### src/rtl/serial_bit_source_if.sv
// Handshake and serial-output bundle for serial_bit_source.
//   master : word producer side (drives data_in/load, observes the serial stream)
//   slave  : serializer side (accepts words, drives ready/w/bit_strobe/busy/done)
//   data_in    word to serialize, sampled on an accepted load
//   load       request to accept data_in
//   ready      serializer can accept a word this cycle
//   w          serial bit stream
//   bit_strobe one-cycle pulse on the last cycle of each bit period
//   busy       word is being shifted out
//   done       one-cycle pulse after the last bit period
interface serial_bit_source_if #(
    parameter int WIDTH = 8
);
    logic [WIDTH-1:0] data_in;
    logic             load;
    logic             ready;
    logic             w;
    logic             bit_strobe;
    logic             busy;
    logic             done;

    modport master (
        output data_in, load,
        input  ready, w, bit_strobe, busy, done
    );

    modport slave (
        input  data_in, load,
        output ready, w, bit_strobe, busy, done
    );
endinterface

### src/rtl/serial_bit_source.sv
// Parallel-to-serial front end for the serial sequence-detector FSMs.
// Accepts a WIDTH-bit word on a load/ready handshake and presents it one bit
// at a time on w, each bit held for DIV clocks, with bit_strobe marking the
// last cycle of every bit period.
//   Clock  system clock, rising edge
//   Reset  synchronous, active-high reset
//   bus    serial_bit_source_if slave modport (data_in, load, ready, w,
//          bit_strobe, busy, done)
//
// state | meaning
// IDLE  | waiting for load, ready=1, line idles low
// SHIFT | word being serialized, one bit per DIV clocks
// DONE  | one-cycle completion pulse, then back to IDLE
module serial_bit_source #(
    parameter int WIDTH     = 8,
    parameter int DIV       = 4,
    parameter bit MSB_FIRST = 1'b1
) (
    input  logic               Clock,
    input  logic               Reset,
    serial_bit_source_if.slave bus
);
    localparam int BCW = (WIDTH > 1) ? $clog2(WIDTH) : 1;
    localparam int DCW = (DIV > 1) ? $clog2(DIV) : 1;
    localparam logic [BCW-1:0] BIT_LAST = BCW'(WIDTH - 1);
    localparam logic [DCW-1:0] DIV_LAST = DCW'(DIV - 1);

    typedef enum logic [1:0] {
        IDLE  = 2'b00,
        SHIFT = 2'b01,
        DONE  = 2'b10
    } state_t;

    state_t           state, state_n;
    logic [WIDTH-1:0] shreg, shreg_n;
    logic [BCW-1:0]   bit_cnt, bit_cnt_n;
    logic [DCW-1:0]   div_cnt, div_cnt_n;
    logic             ready_n, w_n, strobe_n, busy_n, done_n;

    always_comb begin
        state_n   = state;
        shreg_n   = shreg;
        bit_cnt_n = bit_cnt;
        div_cnt_n = div_cnt;

        case (state)
            IDLE: begin
                // ready is 1 throughout IDLE, so a load here is always accepted
                if (bus.load) begin
                    state_n   = SHIFT;
                    shreg_n   = bus.data_in;
                    bit_cnt_n = '0;
                    div_cnt_n = '0;
                end
            end
            SHIFT: begin
                if (div_cnt == DIV_LAST) begin
                    div_cnt_n = '0;
                    shreg_n   = MSB_FIRST ? {shreg[WIDTH-2:0], 1'b0}
                                          : {1'b0, shreg[WIDTH-1:1]};
                    // last bit: clear rather than increment so bit_cnt never
                    // holds WIDTH
                    if (bit_cnt == BIT_LAST) begin
                        state_n   = DONE;
                        bit_cnt_n = '0;
                    end else begin
                        bit_cnt_n = bit_cnt + 1'b1;
                    end
                end else begin
                    div_cnt_n = div_cnt + 1'b1;
                end
            end
            DONE: begin
                state_n = IDLE;
            end
            default: begin
                state_n   = IDLE;
                shreg_n   = '0;
                bit_cnt_n = '0;
                div_cnt_n = '0;
            end
        endcase

        // outputs are registered from the next-state values so they line up
        // with the state they describe
        ready_n  = (state_n == IDLE);
        busy_n   = (state_n == SHIFT);
        done_n   = (state_n == DONE);
        w_n      = (state_n == SHIFT) &&
                   (MSB_FIRST ? shreg_n[WIDTH-1] : shreg_n[0]);
        strobe_n = (state_n == SHIFT) && (div_cnt_n == DIV_LAST);
    end

    always_ff @(posedge Clock) begin
        if (Reset) begin
            state          <= IDLE;
            shreg          <= '0;
            bit_cnt        <= '0;
            div_cnt        <= '0;
            bus.ready      <= 1'b1;
            bus.w          <= 1'b0;
            bus.bit_strobe <= 1'b0;
            bus.busy       <= 1'b0;
            bus.done       <= 1'b0;
        end else begin
            state          <= state_n;
            shreg          <= shreg_n;
            bit_cnt        <= bit_cnt_n;
            div_cnt        <= div_cnt_n;
            bus.ready      <= ready_n;
            bus.w          <= w_n;
            bus.bit_strobe <= strobe_n;
            bus.busy       <= busy_n;
            bus.done       <= done_n;
        end
    end
endmodule
### src/flat_wrapper.sv
// flat-port wrapper written by rule: the top's interface ports become plain ports
module serial_bit_source_flat 
#(
    parameter int WIDTH     = 8,
    parameter int DIV       = 4,
    parameter bit MSB_FIRST = 1'b1
)
  (Clock, Reset, bus_data_in, bus_load, bus_ready, bus_w, bus_bit_strobe, bus_busy, bus_done);
  serial_bit_source_if #(.WIDTH(WIDTH)) bus_i ();
  input  logic Clock;
  input  logic Reset;
  input wire logic [$bits(bus_i.data_in)-1:0] bus_data_in;
  input wire logic [$bits(bus_i.load)-1:0] bus_load;
  output wire logic [$bits(bus_i.ready)-1:0] bus_ready;
  output wire logic [$bits(bus_i.w)-1:0] bus_w;
  output wire logic [$bits(bus_i.bit_strobe)-1:0] bus_bit_strobe;
  output wire logic [$bits(bus_i.busy)-1:0] bus_busy;
  output wire logic [$bits(bus_i.done)-1:0] bus_done;
  assign bus_i.data_in = bus_data_in;
  assign bus_i.load = bus_load;
  assign bus_ready = bus_i.ready;
  assign bus_w = bus_i.w;
  assign bus_bit_strobe = bus_i.bit_strobe;
  assign bus_busy = bus_i.busy;
  assign bus_done = bus_i.done;
  serial_bit_source #(.WIDTH(WIDTH), .DIV(DIV), .MSB_FIRST(MSB_FIRST)) u_core (.Clock(Clock), .Reset(Reset), .bus(bus_i));
endmodule
### config.mk
export PLATFORM = sky130hd
export DESIGN_NAME = serial_bit_source_flat
export DESIGN_NICKNAME = d
export VERILOG_FILES = /design/src/rtl/serial_bit_source_if.sv /design/src/rtl/serial_bit_source.sv /design/src/flat_wrapper.sv
export SDC_FILE = /design/constraint.sdc
export NUM_CORES = 1
export LEC_CHECK = 0
export ABC_AREA = 1
export CAP_MARGIN = 20
export CORE_MARGIN = 3
export CORE_UTILIZATION = 54
export CTS_BUF_LIST = sky130_fd_sc_hd__clkbuf_4
export CTS_CLUSTER_SIZE = 28
export DETAILED_ROUTE_END_ITERATION = 16
export PLACE_DENSITY = 0.89
export SKIP_CTS_REPAIR_TIMING = 1
export SLEW_MARGIN = 10
export SYNTH_ARGS = -nofsm -noshare
export SYNTH_HDL_FRONTEND = slang
export SYNTH_SLANG_ARGS = --single-unit
### constraint.sdc
create_clock -name Clock -period 1.7 [get_ports Clock]
set_clock_uncertainty 0.1 [all_clocks]
set_input_delay 0.17 -clock Clock [delete_from_list [all_inputs] [get_ports Clock]]
set_output_delay 0.17 -clock Clock [all_outputs]
set_load 0.05 [all_outputs]
==> After elaboration in Yosys (flattened, before gate mapping) <==
Index checks and enable logic that the tools add are counted.
{ "word_totals": {"ff_bits": 20, "word_cells": 41, "out_inout_bits": 5, "input_bits": 11} }
{ "classes": {"reduce_logical": 5, "add_sub_neg": 2, "muxes": 14, "n_bitwise": 1, "eq_ne": 9} }
{ "op_table": {"columns": ["operator", "count"], "rows": [
  ["8-bit one-hot mux with 3 select lines", 1],
  ["8-bit 2-to-1 mux", 2],
  ["2-bit 2-to-1 mux", 5],
  ["3-bit 2-to-1 mux", 3],
  ["3-bit one-hot mux with 3 select lines", 1],
  ["2-bit equality test, second input constant", 4],
  ["2-bit one-hot mux with 3 select lines", 1],
  ["2-bit by 1-bit equality test with 1-bit output, second input constant", 2],
  ["2-bit logical NOT", 2],
  ["2-bit one-hot mux with 2 select lines", 1],
  ["3-bit by 1-bit adder with 3-bit output, second input constant", 1],
  ["3-bit equality test, second input constant", 1],
  ["3-bit AND reduction", 1],
  ["2-bit by 1-bit adder with 2-bit output, second input constant", 1],
  ["1-bit logical AND", 2],
  ["2-bit by 1-bit inequality test with 1-bit output, second input constant", 1],
  ["2-bit inequality test, second input constant", 1],
  ["1-bit NOT", 1]
]} }

==> Longest topological paths before layout <==
{ "logic_depth": {"ltp_word": 6, "mapped_depth": 9, "depth_no_buf": 8} }

==> Least setup slack after synthesis <==
Ideal clock, no wire load.
{ "synth_path": {"kind": "register to register", "from": "register u_core.div_cnt[0]", "to": "register u_core.shreg[4]", "t_arrival_ps": 1178, "period_less_slack_ps": 1391, "required_ps": 1487, "path_stages_with_launch": 10, "path_buffers": 2, "path_slack_ps": 309, "setup_ps": 113, "path_cell_list": "dfxtp_1 > ha_1 > buf_2 > inv_2 > nand3_4 > nand2_4 > buf_8 > nand2_1 > nand2_1 > nor2_1"} }
{ "synth_via": {"elab_chain_cells": 3} }
{ "synth_rtl": {"columns": ["element", "line", "source"], "rows": [
  ["start: declaration", "serial_bit_source.sv:37", "logic [DCW-1:0] div_cnt, div_cnt_n;"],
  ["start signal: assignment", "serial_bit_source.sv:109", "div_cnt <= div_cnt_n;"],
  ["2-bit equality test", "serial_bit_source.sv:57", "if (div_cnt == DIV_LAST) begin"],
  ["2-bit by 1-bit inequality test with 1-bit output (no line)", null, null],
  ["3-bit AND reduction (no line)", null, null],
  ["end signal: assignment", "serial_bit_source.sv:107", "shreg <= shreg_n;"],
  ["end: declaration", "serial_bit_source.sv:35", "logic [WIDTH-1:0] shreg, shreg_n;"]
]} }
No other way between the ends.
A chain may end at the register's enable or synchronous reset.

==> Worst setup path in the final report <==
{ "layout_path": {"from": "register u_core.div_cnt[0]", "to": "register u_core.shreg[2]"} }
Same word-level chain as after synthesis.

==> reports/results.md <==
| Group | Parameter | This run |
| --- | --- | --- |
| yosys | Dominant register cell in the synthesized netlist | dfxtp_1 |
| clock tree | Number of H-tree levels | 1 |
| clock tree | CTS clock-pin slew for the worst setup and hold paths | 0.12 ns |
| yosys | Count of warnings emitted by yosys | 0 |
| run | Number of max-cap violations | 0 |
| power and ir drop | Ratio of total power to cell area | 910 nW/µm² |
| sta | Final slew viol count | 0 |
| setup path | Worst Path Arrival | 1.55 ns |
| sta | Final setup fails | 0 |
| cells and area | Area of the multi-input gates | 504 µm² |
| cells and area | Flip-flop and latch area | 400 µm² |
| clock tree | CTS Buffer Depth | 2 |
| setup path | Slowest stage cell, crit path | dfxtp_1 |
| setup path | Crit. End Element | flop |
| setup path | Type of element launching the critical path | flop |
| die | Area inside the core boundary | 1610 µm² |
| drt | DRC violations left | 0 |
| grt | Antenna violations before repair | 0 |
| cells and area | Share of post-route cells with drive strength above 1 | 0.163 |
| setup path | Data required time at the worst endpoint | 1.82 ns |
| cells and area | Filler-free cell count of the finished design | 184 |
| die | Die area | 2400 µm² |
| sta | Share of the clock period used by the worst path | 0.843 |
| setup path | Critical-path maximum fanout | 12 |
| placement | Placed Cells incl. Taps | 180 |
| clock tree | Number of buffers created by CTS | 3 |
| drt | Post-DR wirelength/cell | 13.2 µm |
| die | Overall die width | 49.0 µm |
| yosys | Netlist Area Pre-Place | 997 µm² |
| cells and area | Number of nets in the final layout | 175 |
| sta | Final-report hold violation count | 0 |
| die | IO Count | 16 |
| die | Initial cell density of the core | 0.619 |
| sta | Setup Total Neg Slack | 0 ns |
| hold path | Worst min-delay path category | input port to flop |
| power and ir drop | Internal power | 0.000820 W |
| drt | DRC marker count from the first detailed-route iteration | 23 |
| yosys | Most frequent cell after synthesis | nand2_1 |
| drt | Total wire length | 2.43 mm |
| drt | Initial DRT Pass Iterations | 4 |
| grt | Via count of the first global-routing pass | 913 |
| die | Chip height | 49.0 µm |
| cells and area | Final design area excluding fillers | 1220 µm² |
| yosys | Leading cell types by total area after synthesis | dfxtp_1, nand2_1, nor2_1 |
| placement | Cell area after placement | 1170 µm² |
| yosys | Fraction of registers with async set or reset after synthesis | 0 |
| grt | Wire length of the first global-routing pass | 3.93 mm |
| sta | Setup repair after global routing missed its margin | no |
| yosys | Synth top cells by count | nand2_1, nor2_1, dfxtp_1 |
| clock tree | Clock insertion delay at the later pin of the skew report | 0.31 ns |
| sta | Worst-Margin Slew | 0.394 ns |
| clock tree | Clock tree sinks | 20 |
| yosys | Register area share after synthesis | 0.402 |
| yosys | EDFF count, synth | 0 |
| clock tree | CTS tree | built |
| setup path | Critical path cell sequence | ha_1 -> inv_2 -> nand3_4 -> nand2_4 -> nand2_1 -> nand2_1 -> nor2_1 |
| grt | Pin count of the biggest net entering global routing | 14 |
| power and ir drop | Seq pwr share | 0.470 |
| yosys | Synth Register Bits | 20 |
| grt | Overflow left after global routing | 0 |
| cells and area | Fillers | 116 |
| sta | Worst-case hold slack | 0.332 ns |
| setup path | Path type of the worst setup path | flop to flop |
| yosys | Syn_nets | 154 |
| yosys | Average cell area after synthesis | 7.12 µm² |
| drt | Total via count after detailed routing | 979 |
| die | Placement row count | 14 |
| yosys | Synthesized instance count | 140 |
| power and ir drop | Relative contribution of the clock network to total power | 0.353 |
| setup path | Worst path most repeated cell | nand2_1 |
| placement | # port buffers | 15 |
| power and ir drop | Largest voltage drop on the vdd net | 654 µV |
| sta | Rel. slew slack | 0.737 |
| sta | Final min period | 1.43 ns |
| cells and area | Final cell utilization of the core | 0.759 |
| power and ir drop | Power spent charging and discharging nets | 0.000292 W |
| drt | Post-detailed-route via-to-cell ratio | 5.32 |
| grt | All-layer global routing usage | 0.215 |
| cells and area | # diodes | 0 |
| power and ir drop | Net switching share of the total power | 0.263 |
| cells and area | Layout area overhead | 22.6% |
| power and ir drop | Leakage | 0.590 nW |
| placement | RD Place Congestion | 0.837 |
| clock tree | Root cell of the clock tree | clkbuf_4 |
| status | Run status | finished, final reports clean |
| sta | Highest attainable clock frequency | 698 MHz |
| yosys | Count of distinct cell types in the synthesized netlist | 21 |
| drt | Count of nets left with antenna violations after detail routing | 0 |
| placement | Half-perimeter wire length after detailed placement | 1.79 mm |
| setup path | Slowest cell delay on critical path | 0.37 ns |
| yosys | Share of the synthesized area in the top cell type | 0.402 |
| yosys | Dominant cell type by area after synthesis | dfxtp_1 |
| power and ir drop | Power share of the combinational group | 0.178 |
registers in the layout (all words and copies together), names as in the netlist:
register               flops
u_core.bit_cnt             3
u_core.bus.ready           1
u_core.div_cnt             2
u_core.bus.done            1
u_core.shreg               8
u_core.bus.bit_strobe      1
u_core.state               2
u_core.bus.w               1
u_core.bus.busy            1
worst paths after layout:
path,from,slack [ns],depth (start not counted),endpoint
max,u_core.div_cnt[0],0.27,7,u_core.shreg[2]
min,bus_data_in[0],0.33,3,u_core.shreg[0]
max reg2reg,u_core.div_cnt[0],0.27,7,u_core.shreg[2]
min reg2reg,u_core.shreg[3],0.38,2,u_core.shreg[3]
through the flow:
stage | power [W] | setup slack (ns)
floorplan | 0.000661 | 0.309
global placement | 0.000713 | 0.263
detailed placement | 0.000727 | 0.248
CTS | 0.00111 | 0.283
global route | 0.00116 | 0.140
finish | 0.00111 | 0.267
power by group through the flow:
| stage | Sequential, W | Combinational (W) | Clock, W |
|---|---|---|---|
| floorplan | 0.000542 | 0.000119 | 0 |
| global placement | 0.000529 | 0.000184 | 0 |
| detailed placement | 0.000532 | 0.000195 | 0 |
| CTS | 0.000522 | 0.000197 | 0.000395 |
| global route | 0.000525 | 0.000218 | 0.000416 |
| finish | 0.000523 | 0.000197 | 0.000392 |
cell usage in the layout, fill, tap and decap left out:
cell	netlist	layout
nand2_1	35	35
nor2_1	24	24
dfxtp_1	20	20
nand3_1	17	17
buf_4	2	11
inv_1	10	10
clkdlybuf4s50_1	0	10
a21oi_1	5	5
nand4_1	5	5
inv_2	3	3
nand2_4	3	3
ha_1	3	3
clkbuf_4	0	3
nor4_1	2	2
nand2_2	2	2
nand3_4	1	1
clkinv_1	1	1
nand3_2	1	1
nor2_2	1	1
o21ai_0	1	1
a31oi_1	1	1
bufinv_16	0	1
metal layers:
| metal | global-route usage | vias to the layer above | part of all wire |
|---|---|---|---|
| li1 | - | 487 | - |
| met1 | 0.249 | 442 | 0.41 |
| met2 | 0.353 | 39 | 0.49 |
| met3 | 0.0520 | 11 | 0.065 |
| met4 | 0.133 | 0 | 0.035 |
| met5 | 0 | - | 0 |
cell families (layout without fill, tap and decap cells):
family,count (synthesis),in the layout,share of synthesized area
fa+ha+maj,3,3,0.0376
compound gates,7,7,0.0364
simple gates,91,91,0.432
flops,20,20,0.402
buf+inv,19,39,0.0928
critical path, delay by kind of cell (launching register included):
kind | cells | cell delay (ns)
simple gates | 5 | 0.50
flops | 1 | 0.37
fa+ha+maj | 1 | 0.24
buf+inv | 1 | 0.12
final cells by class:
type,count,area share
Clock buffer,3,0.0184
Clock inverter,1,0.0246
Inverter,14,0.0430
Multi-Input combinational cell,101,0.412
Sequential cell,20,0.328
Tap cell,24,0.0246
Timing Repair Buffer,21,0.149
(Power assumes the default switching activity.)
